## config.mk

```make
export PLATFORM = sky130hd
export DESIGN_NAME = rr_bus_arbiter
export DESIGN_NICKNAME = d
export VERILOG_FILES = /design/src/rtl/rr_bus_arbiter.sv
export SDC_FILE = /design/constraint.sdc
export NUM_CORES = 1
export LEC_CHECK = 0
export ABC_AREA = 1
export BUFFER_PORTS_ARGS = -buffer_cell sky130_fd_sc_hd__buf_2
export CORE_MARGIN = 5
export CORE_UTILIZATION = 35
export DETAILED_ROUTE_END_ITERATION = 6
export PLACE_DENSITY_LB_ADDON = 0.15
export SYNTH_ARGS = -nofsm -noshare
export SYNTH_HDL_FRONTEND = slang
export SYNTH_SLANG_ARGS = --single-unit
```

## constraint.sdc

```tcl
create_clock -name i_clk -period 1.88 [get_ports i_clk]
set_input_delay 0.188 -clock i_clk [delete_from_list [all_inputs] [get_ports i_clk]]
set_output_delay 0.188 -clock i_clk [all_outputs]
set_load 0.01 [all_outputs]
```

## src/rtl/rr_bus_arbiter.sv

```systemverilog
// Round-robin bus arbiter with a hold limit and per-requester starvation counters.
// o_grant announces the next master combinationally; o_master follows on the next ready edge.

module rr_wait_cnt #(
  parameter int LIM = 12,
  parameter int W   = 4
) (
  input  logic i_clk,
  input  logic i_rst,
  input  logic i_adv,
  input  logic i_req,
  input  logic i_win,
  output logic o_hit
);
  logic [W-1:0] cnt_q, cnt_nxt;

  always_comb begin
    cnt_nxt = cnt_q;
    if (i_adv) begin
      if (!i_req || i_win)         cnt_nxt = '0;
      else if (cnt_q != W'(LIM))   cnt_nxt = cnt_q + 1'b1;
    end
  end

  // Starvation flag is taken from the value being written this edge.
  assign o_hit = (cnt_nxt >= W'(LIM));

  always_ff @(posedge i_clk) begin
    if (i_rst) cnt_q <= '0;
    else       cnt_q <= cnt_nxt;
  end
endmodule

module rr_bus_arbiter #(
  parameter int NREQ       = 3,
  parameter int MW         = 2,
  parameter int MAX_HOLD   = 4,
  parameter int STARVE_LIM = 12
) (
  input  logic            i_clk,
  input  logic            i_rst,
  input  logic [NREQ-1:0] i_req,
  input  logic            i_ready,
  output logic [NREQ-1:0] o_grant,
  output logic [MW-1:0]   o_master,
  output logic            o_busy,
  output logic            o_starve
);
  localparam int HW = (MAX_HOLD < 1) ? 1 : $clog2(MAX_HOLD + 1);
  localparam int CW = $clog2(STARVE_LIM + 1);

  typedef enum logic {PARK, OWN} state_t;

  state_t          state_q;
  logic [MW-1:0]   master_q, nxt_master, rot_master;
  logic [HW-1:0]   hold_q, hold_nxt;
  logic [NREQ-1:0] mast_oh, hit;
  logic            cur_req, other_pend, keep, found;

  assign mast_oh    = NREQ'(1) << master_q;
  assign cur_req    = |(i_req & mast_oh);
  assign other_pend = |(i_req & ~mast_oh);
  assign keep       = cur_req && (!other_pend || hold_q < HW'(MAX_HOLD - 1));

  // Scan master+1, master+2, ... wrapping at NREQ; the current master is never rescanned.
  always_comb begin
    logic [MW:0] s;
    rot_master = master_q;
    found      = 1'b0;
    for (int k = 1; k < NREQ; k++) begin
      s = {1'b0, master_q} + (MW+1)'(k);
      if (s >= (MW+1)'(NREQ)) s = s - (MW+1)'(NREQ);
      if (!found && |(i_req & (NREQ'(1) << s))) begin
        found      = 1'b1;
        rot_master = s[MW-1:0];
      end
    end
  end

  always_comb begin
    nxt_master = master_q;
    if (i_ready && !keep && found) nxt_master = rot_master;
  end

  always_comb begin
    hold_nxt = '0;
    if (nxt_master == master_q && other_pend)
      hold_nxt = (hold_q == HW'(MAX_HOLD)) ? hold_q : hold_q + 1'b1;
  end

  assign o_grant  = i_rst ? NREQ'(1) : (NREQ'(1) << nxt_master);
  assign o_master = master_q;
  assign o_busy   = (state_q == OWN);

  genvar g;
  generate
    for (g = 0; g < NREQ; g++) begin : g_wait
      rr_wait_cnt #(.LIM(STARVE_LIM), .W(CW)) u_wait (
        .i_clk (i_clk),
        .i_rst (i_rst),
        .i_adv (i_ready),
        .i_req (i_req[g]),
        .i_win (nxt_master == MW'(g)),
        .o_hit (hit[g])
      );
    end
  endgenerate

  always_ff @(posedge i_clk) begin
    if (i_rst) begin
      state_q  <= PARK;
      master_q <= '0;
      hold_q   <= '0;
      o_starve <= 1'b0;
    end else begin
      o_starve <= |hit;
      if (i_ready) begin
        master_q <= nxt_master;
        hold_q   <= hold_nxt;
        case (state_q)
          PARK:    state_q <= (|i_req) ? OWN : PARK;
          OWN:     state_q <= (|i_req) ? OWN : PARK;
          default: state_q <= PARK;
        endcase
      end
    end
  end
endmodule

```

======== After elaboration in Yosys (flattened, before gate mapping) ========
Index checks and enable logic that the tools add are counted.
Widths: inputs -> output; s select.
storage, ports and cells
  input bits .............................. 6
  word-level logic and storage cells ...... 81
  bits in registers ....................... 19
  output and inout bits ................... 7
operators by class
  magnitude comparators ................... 6
  $add $sub $neg .......................... 8
  shifts and indexed selects .............. 4
  eq/ne operators ......................... 8
  mux-type cells .......................... 20
  reductions and logical operators ........ 23
  bitwise operators ....................... 5
operator list
  kind                 count
  $mux 4               9
  $reduce_or 3->1      6
  $mux 3               5
  $add 4x1->4 const B  3
  $and 3x3->3          4
  $ge 4x4->1 const B   3
  $ne 4x4->1 const B   3
  $ge 3x2->1 const B   2
  $logic_not 1->1      6
  $mux 2               3
  $shl 1x2->3 const A  2
  $shl 1x3->3 const A  2
  $sub 3x2->3 const B  2
  $logic_and 1x1->1    5
  $logic_or 1x1->1     4
  $add 2x1->3 const B  1
  $add 2x2->3 const B  1
  $add 3x1->3 const B  1
  $eq 3x3->1 const B   1
  $lt 3x2->1 const B   1
  $mux 1               3
  $not 3->3            1
  $eq 2x1->1 const B   1
  $eq 2x2->1           1
  other kinds (4)      4

======== Longest topological paths before layout ========
Gate-level depths: netlist of the first run.
  word-level depth ........................ 18
  mapped depth ............................ 16
  depth with buffers taken out ............ 16

======== Hierarchy ========
Synthesis of the first run repeated with hierarchy kept, for this count alone.
unflattened totals
  cell total of the unflattened synthesis .. 233
  area total of the unflattened synthesis .. 1525.2 µm²
by module, submodules not included
  module          area an instance (µm²)  times used  cells an instance
  rr_wait_cnt     262.8                   3           40
  rr_bus_arbiter  737.0                   1           113

======== Worst setup path after synthesis of the first run ========
Ideal clock, no wire load.
  path kind ............................... flip-flop to flip-flop
  start point ............................. register master_q[0], in the netlist o_master[0]
  end point ............................... register o_starve
  stages on the path, launching flop included .. 15
  setup slack ............................. -0.182 ns
  required time ........................... 1.761 ns
  clock period less this slack ............ 2.062 ns
  path buffers ............................ 0
  arrival ................................. 1.942 ns
  cell sequence ........................... dfxtp_1 > inv_1 > ha_1 > nor2_4 > nor2_8 > nand2_2 > nand2_2 > nor2_4 > nand2_2 > nand2_4 > nand2_4 > nand4_1 > o21ai_2 > nand2_1 > nand3_1
on the way
  word-level cells in the longest chain between the ends .. 18
RTL lines
  what                                              RTL line  text
  start, declared                                   55        logic [MW-1:0] master_q, nxt_master, rot_master;
  start signal, assigned                            118       master_q <= nxt_master;
  $add 2x1->3                                       71        s = {1'b0, master_q} + (MW+1)'(k);
  $sub 3x2->3 / $ge 3x2->1 (equally long branches)  72        if (s >= (MW+1)'(NREQ)) s = s - (MW+1)'(NREQ);
  $mux 3                                            72
  $shl 1x3->3                                       73        if (!found && |(i_req & (NREQ'(1) << s))) begin
  $and 3x3->3                                       73
  $reduce_or 3->1                                   73
  $mux 1                                            73
  $logic_not 1->1                                   73
  (+2 left out)                                     n/a
  $logic_and 1x1->1                                 82        if (i_ready && !keep && found) nxt_master = rot_master;
  $mux 2 *                                          82
  $eq 2x1->1 (tied with other cells)                103       .i_win (nxt_master == MW'(g)),
  $logic_or 1x1->1                                  20        if (!i_req || i_win) cnt_nxt = '0;
  $mux 4                                            20
  $mux 4                                            19        if (i_adv) begin
  $ge 4x4->1                                        26        assign o_hit = (cnt_nxt >= W'(LIM));
  $reduce_or 3->1 *                                 116       o_starve <= |hit;
  end signal, assigned                              116
  end, declared                                     47        output logic o_starve
Every way passes the cells marked *; elsewhere a longest branch is shown, timed or not.
A chain may end at the register's enable or synchronous reset.

======== Worst setup path after layout of the first run ========
  start point ............................. register master_q[0], in the netlist o_master[0]
  end point ............................... output port o_grant[1]
on the way
  word-level cells in the longest chain between the ends .. 14
RTL lines
  what                                              RTL line  text
  $add 2x1->3                                       71
  $sub 3x2->3 / $ge 3x2->1 (equally long branches)  72
  $mux 3                                            72
  $shl 1x3->3                                       73
  $and 3x3->3                                       73
  $reduce_or 3->1                                   73
  $mux 1                                            73
  $logic_not 1->1                                   73
  $logic_and 1x1->1                                 73
  $mux 1                                            73
  $logic_and 1x1->1                                 82
  $mux 2 *                                          82
  $shl 1x2->3 *                                     91        assign o_grant = i_rst ? NREQ'(1) : (NREQ'(1) << nxt_master);
  $mux 3 *                                          91
  end, declared                                     44        output logic [NREQ-1:0] o_grant,
Marks and branches as above.

==> results of run 1 <==
through the flow:
step	setup slack, ns	setup TNS (ns)	area (um2)
final	-0.242	-1.09	2140
after global routing	-0.369	-3.71	2140
after CTS	-0.236	-0.956	2050
after detailed placement	-0.0895	-0.717	1850
after global placement	-0.154	-1.06	1850
after floorplan	0.00844	0	1660
logic make-up (layout without fill, tap and decap cells):
family / count (synthesis) / count (layout)
adder cells (fa/ha/maj): 13 / 13
XOR/XNOR: 3 / 3
AND/OR/NAND/NOR: 138 / 138
buffers and inverters: 38 / 72
AO/OA/AOI/OAI: 26 / 26
flip-flops: 19 / 19
cell usage in the layout (no fill, tap or decap), drive strengths merged:
cell	Yosys	final
dfxtp	19	19
a211oi	1	1
a21oi	18	18
xor2	3	3
nand3b	1	1
clkinv	1	1
nor2	20	20
nor3	2	2
ha	13	13
o211ai	1	1
nand4	4	4
inv	28	28
clkbuf	3	4
or2	3	3
a31oi	2	2
buf	6	39
nand3	28	28
nor4	1	1
nand2	79	79
o21ai	4	4
worst reg2reg max path: cells and delay by family, from the launching register on:
family | cells | cell delay, ns
flops | 1 | 0.36
simple gates | 12 | 1.05
buf+inv | 2 | 0.20
fa+ha+maj | 1 | 0.27
path summary, 6_finish.rpt:
path	start	end	slack, ns	cells after the start
worst max-delay path	o_master[0]	o_grant[1]	-0.24	12
worst min-delay path	i_rst	g_wait[2].u_wait.cnt_q[2]	0.33	2
worst max register to register	o_master[0]	o_starve	-0.10	15
worst min register to register	flop	flop	0.50	2
power by group:
part           switching (uW)  internal [uW]  total (uW)  leakage [uW]
clock network             138            151         288     0.0000228
registers                43.2            446         489      0.000156
logic                     995            813        1810      0.000850
total                    1180           1410        2590       0.00103
final cells by class:
cell class / count / area [um2]
clock buffer: 4 / 45.0
fill: 489 / 2520
inverter: 29 / 116
multi-input combinational: 180 / 1240
sequential: 19 / 383
tap: 54 / 67.6
timing repair buffer: 39 / 284
routing by layer:
metal  vias up  global-route usage (%)  part of all wire, %
met5         -                       0                    0
li1        828                       -                    -
met3         2                    2.98                  3.3
met1       730                    18.3                   50
met4         0                    2.62                 0.55
met2        23                    24.1                   47
timing repair:
item / in CTS / in global routing
resized for setup: 30 / 14
endpoints found under the setup margin: 13 / 19
setup buffers: 7 / 6
pin swaps: 18 / 18
==> impl_metrics.ini, run 1 <==
[clocking]
cts-buffers-inserted = 3
ctsRootBufferMaster = clkbuf_8
clk_pin_slew_worst_paths_ns = 0.07
cts_hold_buffers = 0
cts_tree = built
cts_sinks = 19
cts-htree-levels = 1
clk_latency_ns = 0.25
clk_path_buf_depth = 2

[route]
vias_per_cell = 4.87
routed-via-count = 1583
antenna_left = 0
drt-pass1-iter-count = 4
wirelength_um = 4000
drcViolationCount = 0
wire_per_inst_um = 12.3
drt_iter0_markers = 44

[global_route]
antenna_found_initial = 0
grt_overflow = 0
grt.total_usage_pct = 14.1
grt_start_max_net_pins = 17
grt_pass1_wl_um = 7050
grt_pass1_vias = 1529

[die]
dieArea_um2 = 6180
core_um2 = 4660
pin_count = 13
initial_core_util_pct = 35.4
num_rows = 25
die_h_um = 78.6
die_x_um = 78.6

[sta]
slew_viol_final = 0
clock_skew_ns = 0.00413
worst_slew_pin_slew_ns = 0.378
layout_setup_ws_ns = -0.242
hold_violations = 0
rsz0062_at_grt = yes
period_minus_slack_ns = 2.12
hold_slack_ns = 0.329
fin_crit_sh_pct = 113
relSlewSlack_pct = 74.8
setup_violations = 12
fmax_mhz = 471

[worst_setup_path]
crit_buf_inv = 2
critPathTopFamily = simple AND/OR/NAND/NOR gates
crit_required_ns = 1.69
critical_path_arrival_ns = 1.93
start_kind = flop
path_cells = inv_4 -> ha_4 -> nor2_4 -> nor2_8 -> nand2_2 -> nand2_2 -> nor2_4 -> nand2_2 -> nand2_4 -> nand2_4 -> nor2_2 -> buf_2
critical_path_class = reg2out
slowest_stage = dfxtp_2
crit_top_cell = nand2_2
slowest_delay_ns = 0.36
cp-end-kind = primary output
critPathMaxFanout = 8

[synth]
seq_area_frac_synth_pct = 23.1
synth.area.mux_share_pct = 0
ys_top_cells_by_area = dfxtp_1 23%, nand2_1 14%, ha_1 9.9%, nand3_1 6.7%, nand2_4 6.1%
synth_nets = 256
ys_types = 34
synth_seq_cells = 19
synth_compound_area_share_pct = 9.26
synth_xor_area_share_pct = 1.59
synth_top_cell_area_share_pct = 23.1
synthCells = 237
yosys-top-cells-count = 61 x nand2_1, 24 x inv_1, 22 x nand3_1
synth_fa_ha_area_share_pct = 9.86
synth_area_leader_cell = dfxtp_1
synth.most_common_cell = nand2_1
synth_top_family_by_area = simple AND/OR/NAND/NOR gates
synth_area_um2 = 1650
yosysWarnings = 0
syn_area_per_cell_um2 = 6.96
synth-async-reset-ratio_pct = 0
ys.flop_type = dfxtp_1
synth_edf_count = 0
synthSimpleGateAreaFrac_pct = 45.5

[layout]
area_delta_synth_final_pct = 29.8
drive_gt1_share_pct = 42.1
final_cells = 325
nets = 291
utilization_pct = 45.9
n_antenna_cell = 0

[run_status]
violations = negative setup slack
outcome = complete, but fails checks

[pwr]
p_per_area_nw_per_um2 = 1210
leakagePower_uw = 0.00103
p_total_uw = 2590
vdd_drop_max_mv = 0.370

[place]
dp_cells = 310
io_buffers = 12
dp_hpwl_um = 2960
gp_congestion = 0.772

[hold_path]
hp-class = in2reg

[run]
maxCapViolations = 0
(Power assumes the default switching activity.)
==> run 2: changes to the inputs <==
==> constraint.sdc (replaced) <==
create_clock -name i_clk -period 1.88 [get_ports i_clk]
set_input_delay 0.47 -clock i_clk [delete_from_list [all_inputs] [get_ports i_clk]]
set_output_delay 0.47 -clock i_clk [all_outputs]
set_load 0.01 [all_outputs]
==> impl_metrics.ini, run 2 (same netlist as run 1, synthesis figures left out) <==
[clocking]
cts-buffers-inserted = 3
clk_latency_ns = 0.27
cts_tree = built
clk_pin_slew_worst_paths_ns = 0.08
cts-htree-levels = 1
cts_hold_buffers = 0
clk_path_buf_depth = 2
cts_sinks = 19
ctsRootBufferMaster = clkbuf_8

[sta]
relSlewSlack_pct = 83.6
layout_setup_ws_ns = -0.480
clock_skew_ns = 0.00905
fmax_mhz = 424
fin_crit_sh_pct = 126
hold_violations = 0
worst_slew_pin_slew_ns = 0.247
slew_viol_final = 0
rsz0062_at_grt = yes
period_minus_slack_ns = 2.36
setup_violations = 11

[worst_setup_path]
cp-end-kind = primary output
critPathTopFamily = simple AND/OR/NAND/NOR gates
slowest_stage = dfxtp_4
slowest_delay_ns = 0.38
crit_required_ns = 1.41
path_cells = inv_4 -> ha_4 -> nor2_4 -> nor2_8 -> nand2_2 -> nand2_2 -> nor2_4 -> nand2_2 -> nand2_4 -> nand2_4 -> nor2_4 -> buf_6
critical_path_arrival_ns = 1.89
start_kind = flop
critPathMaxFanout = 6
critical_path_class = reg2out
crit_buf_inv = 2

[route]
drt-pass1-iter-count = 4
antenna_left = 0
wirelength_um = 3850
drt_iter0_markers = 34
drcViolationCount = 0
wire_per_inst_um = 11.8
routed-via-count = 1527
vias_per_cell = 4.70

[place]
dp_worst_setup_slack_ns = -0.287
gp_congestion = 0.830
io_buffers = 12
dp_hpwl_um = 3060

[run_status]
violations = negative setup slack
outcome = complete, but fails checks

[layout]
nets = 291
drive_gt1_share_pct = 40.2
seqCellArea_um2 = 388
n_antenna_cell = 0
mostFrequentLayoutCells = 54 x nand2_1, 27 x buf_4, 22 x inv_1
area_delta_synth_final_pct = 26.6
utilization_pct = 44.8
final_common_cell = nand2_1
multiInputGateArea_um2 = 1190
nFillCells = 468

[die]
pin_count = 13
dieArea_um2 = 6180
die_x_um = 78.6
num_rows = 25
core_um2 = 4660
initial_core_util_pct = 35.4
die_h_um = 78.6

[global_route]
grt_overflow = 0
grt_pass1_vias = 1394
antenna_found_initial = 0
grt.total_usage_pct = 13.2
grt_start_max_net_pins = 24
grt_pass1_wl_um = 6470

[pwr]
vdd_drop_max_mv = 0.702
leakagePower_uw = 0.00102
p_per_area_nw_per_um2 = 1180

[hold_path]
hp-class = in2reg

[run]
maxCapViolations = 0
[run 2: through the flow]
step | hold WS, ns | instances | setup TNS (ns) | total power [uW] | instance area (um2)
2_1_floorplan | 0.476 | 237 | -0.269 | 1600 | 1710
3_3_place_gp | 0.498 | 319 | -1.89 | 2060 | 1960
3_5_place_dp | 0.493 | 319 | -1.92 | 2050 | 1960
4_1_cts | 0.456 | 324 | -2.04 | 2460 | 2070
5_1_grt | 0.469 | 325 | -4.72 | 2670 | 2090
6_report | 0.461 | 325 | -2.08 | 2470 | 2090
[run 2: metal layers]
layer	GRT usage, %	share of wire [%]
met1	16.9	50
met3	3.33	3.1
met4	3.50	0.83
met2	21.8	46
met5	0	0
[run 2: worst register-to-register path: cells and delay by family (launching register included)]
kind | cells | cell delay [ns]
buf+inv | 2 | 0.20
simple gates | 11 | 1.01
flops | 1 | 0.38
compound gates | 1 | 0.13
fa+ha+maj | 1 | 0.21
[run 2: worst paths after layout]
| kind | slack (ns) | from | end | depth (start not counted) |
|---|---|---|---|---|
| setup / recovery | -0.48 | o_master[1] | o_grant[2] | 12 |
| hold / removal | 0.46 | i_rst | g_wait[0].u_wait.cnt_q[3] | 2 |
| setup reg to reg | -0.15 | o_master[1] | hold_q[0] | 15 |
| hold reg to reg | 0.50 | flop | flop | 2 |
[run 2: repair_timing]
item,in CTS,in global routing
endpoints found under the setup margin,13,19
pin swaps,9,12
resized for setup,11,3
setup buffers,2,1
[run 2: power breakdown]
part | switching (uW) | internal, uW | total, uW
Clock | 155 | 148 | 303
Combinational | 938 | 727 | 1660
Sequential | 49.1 | 451 | 501
[run 2: cell type report]
cell class / instances / share of cell area (%)
multi-input cells: 180 / 56.9
repair buffers: 39 / 13.5
well taps: 54 / 3.24
inverters: 29 / 5.58
flip-flops and latches: 19 / 18.6
clock buffers: 3 / 1.98
clock inverters: 1 / 0.240
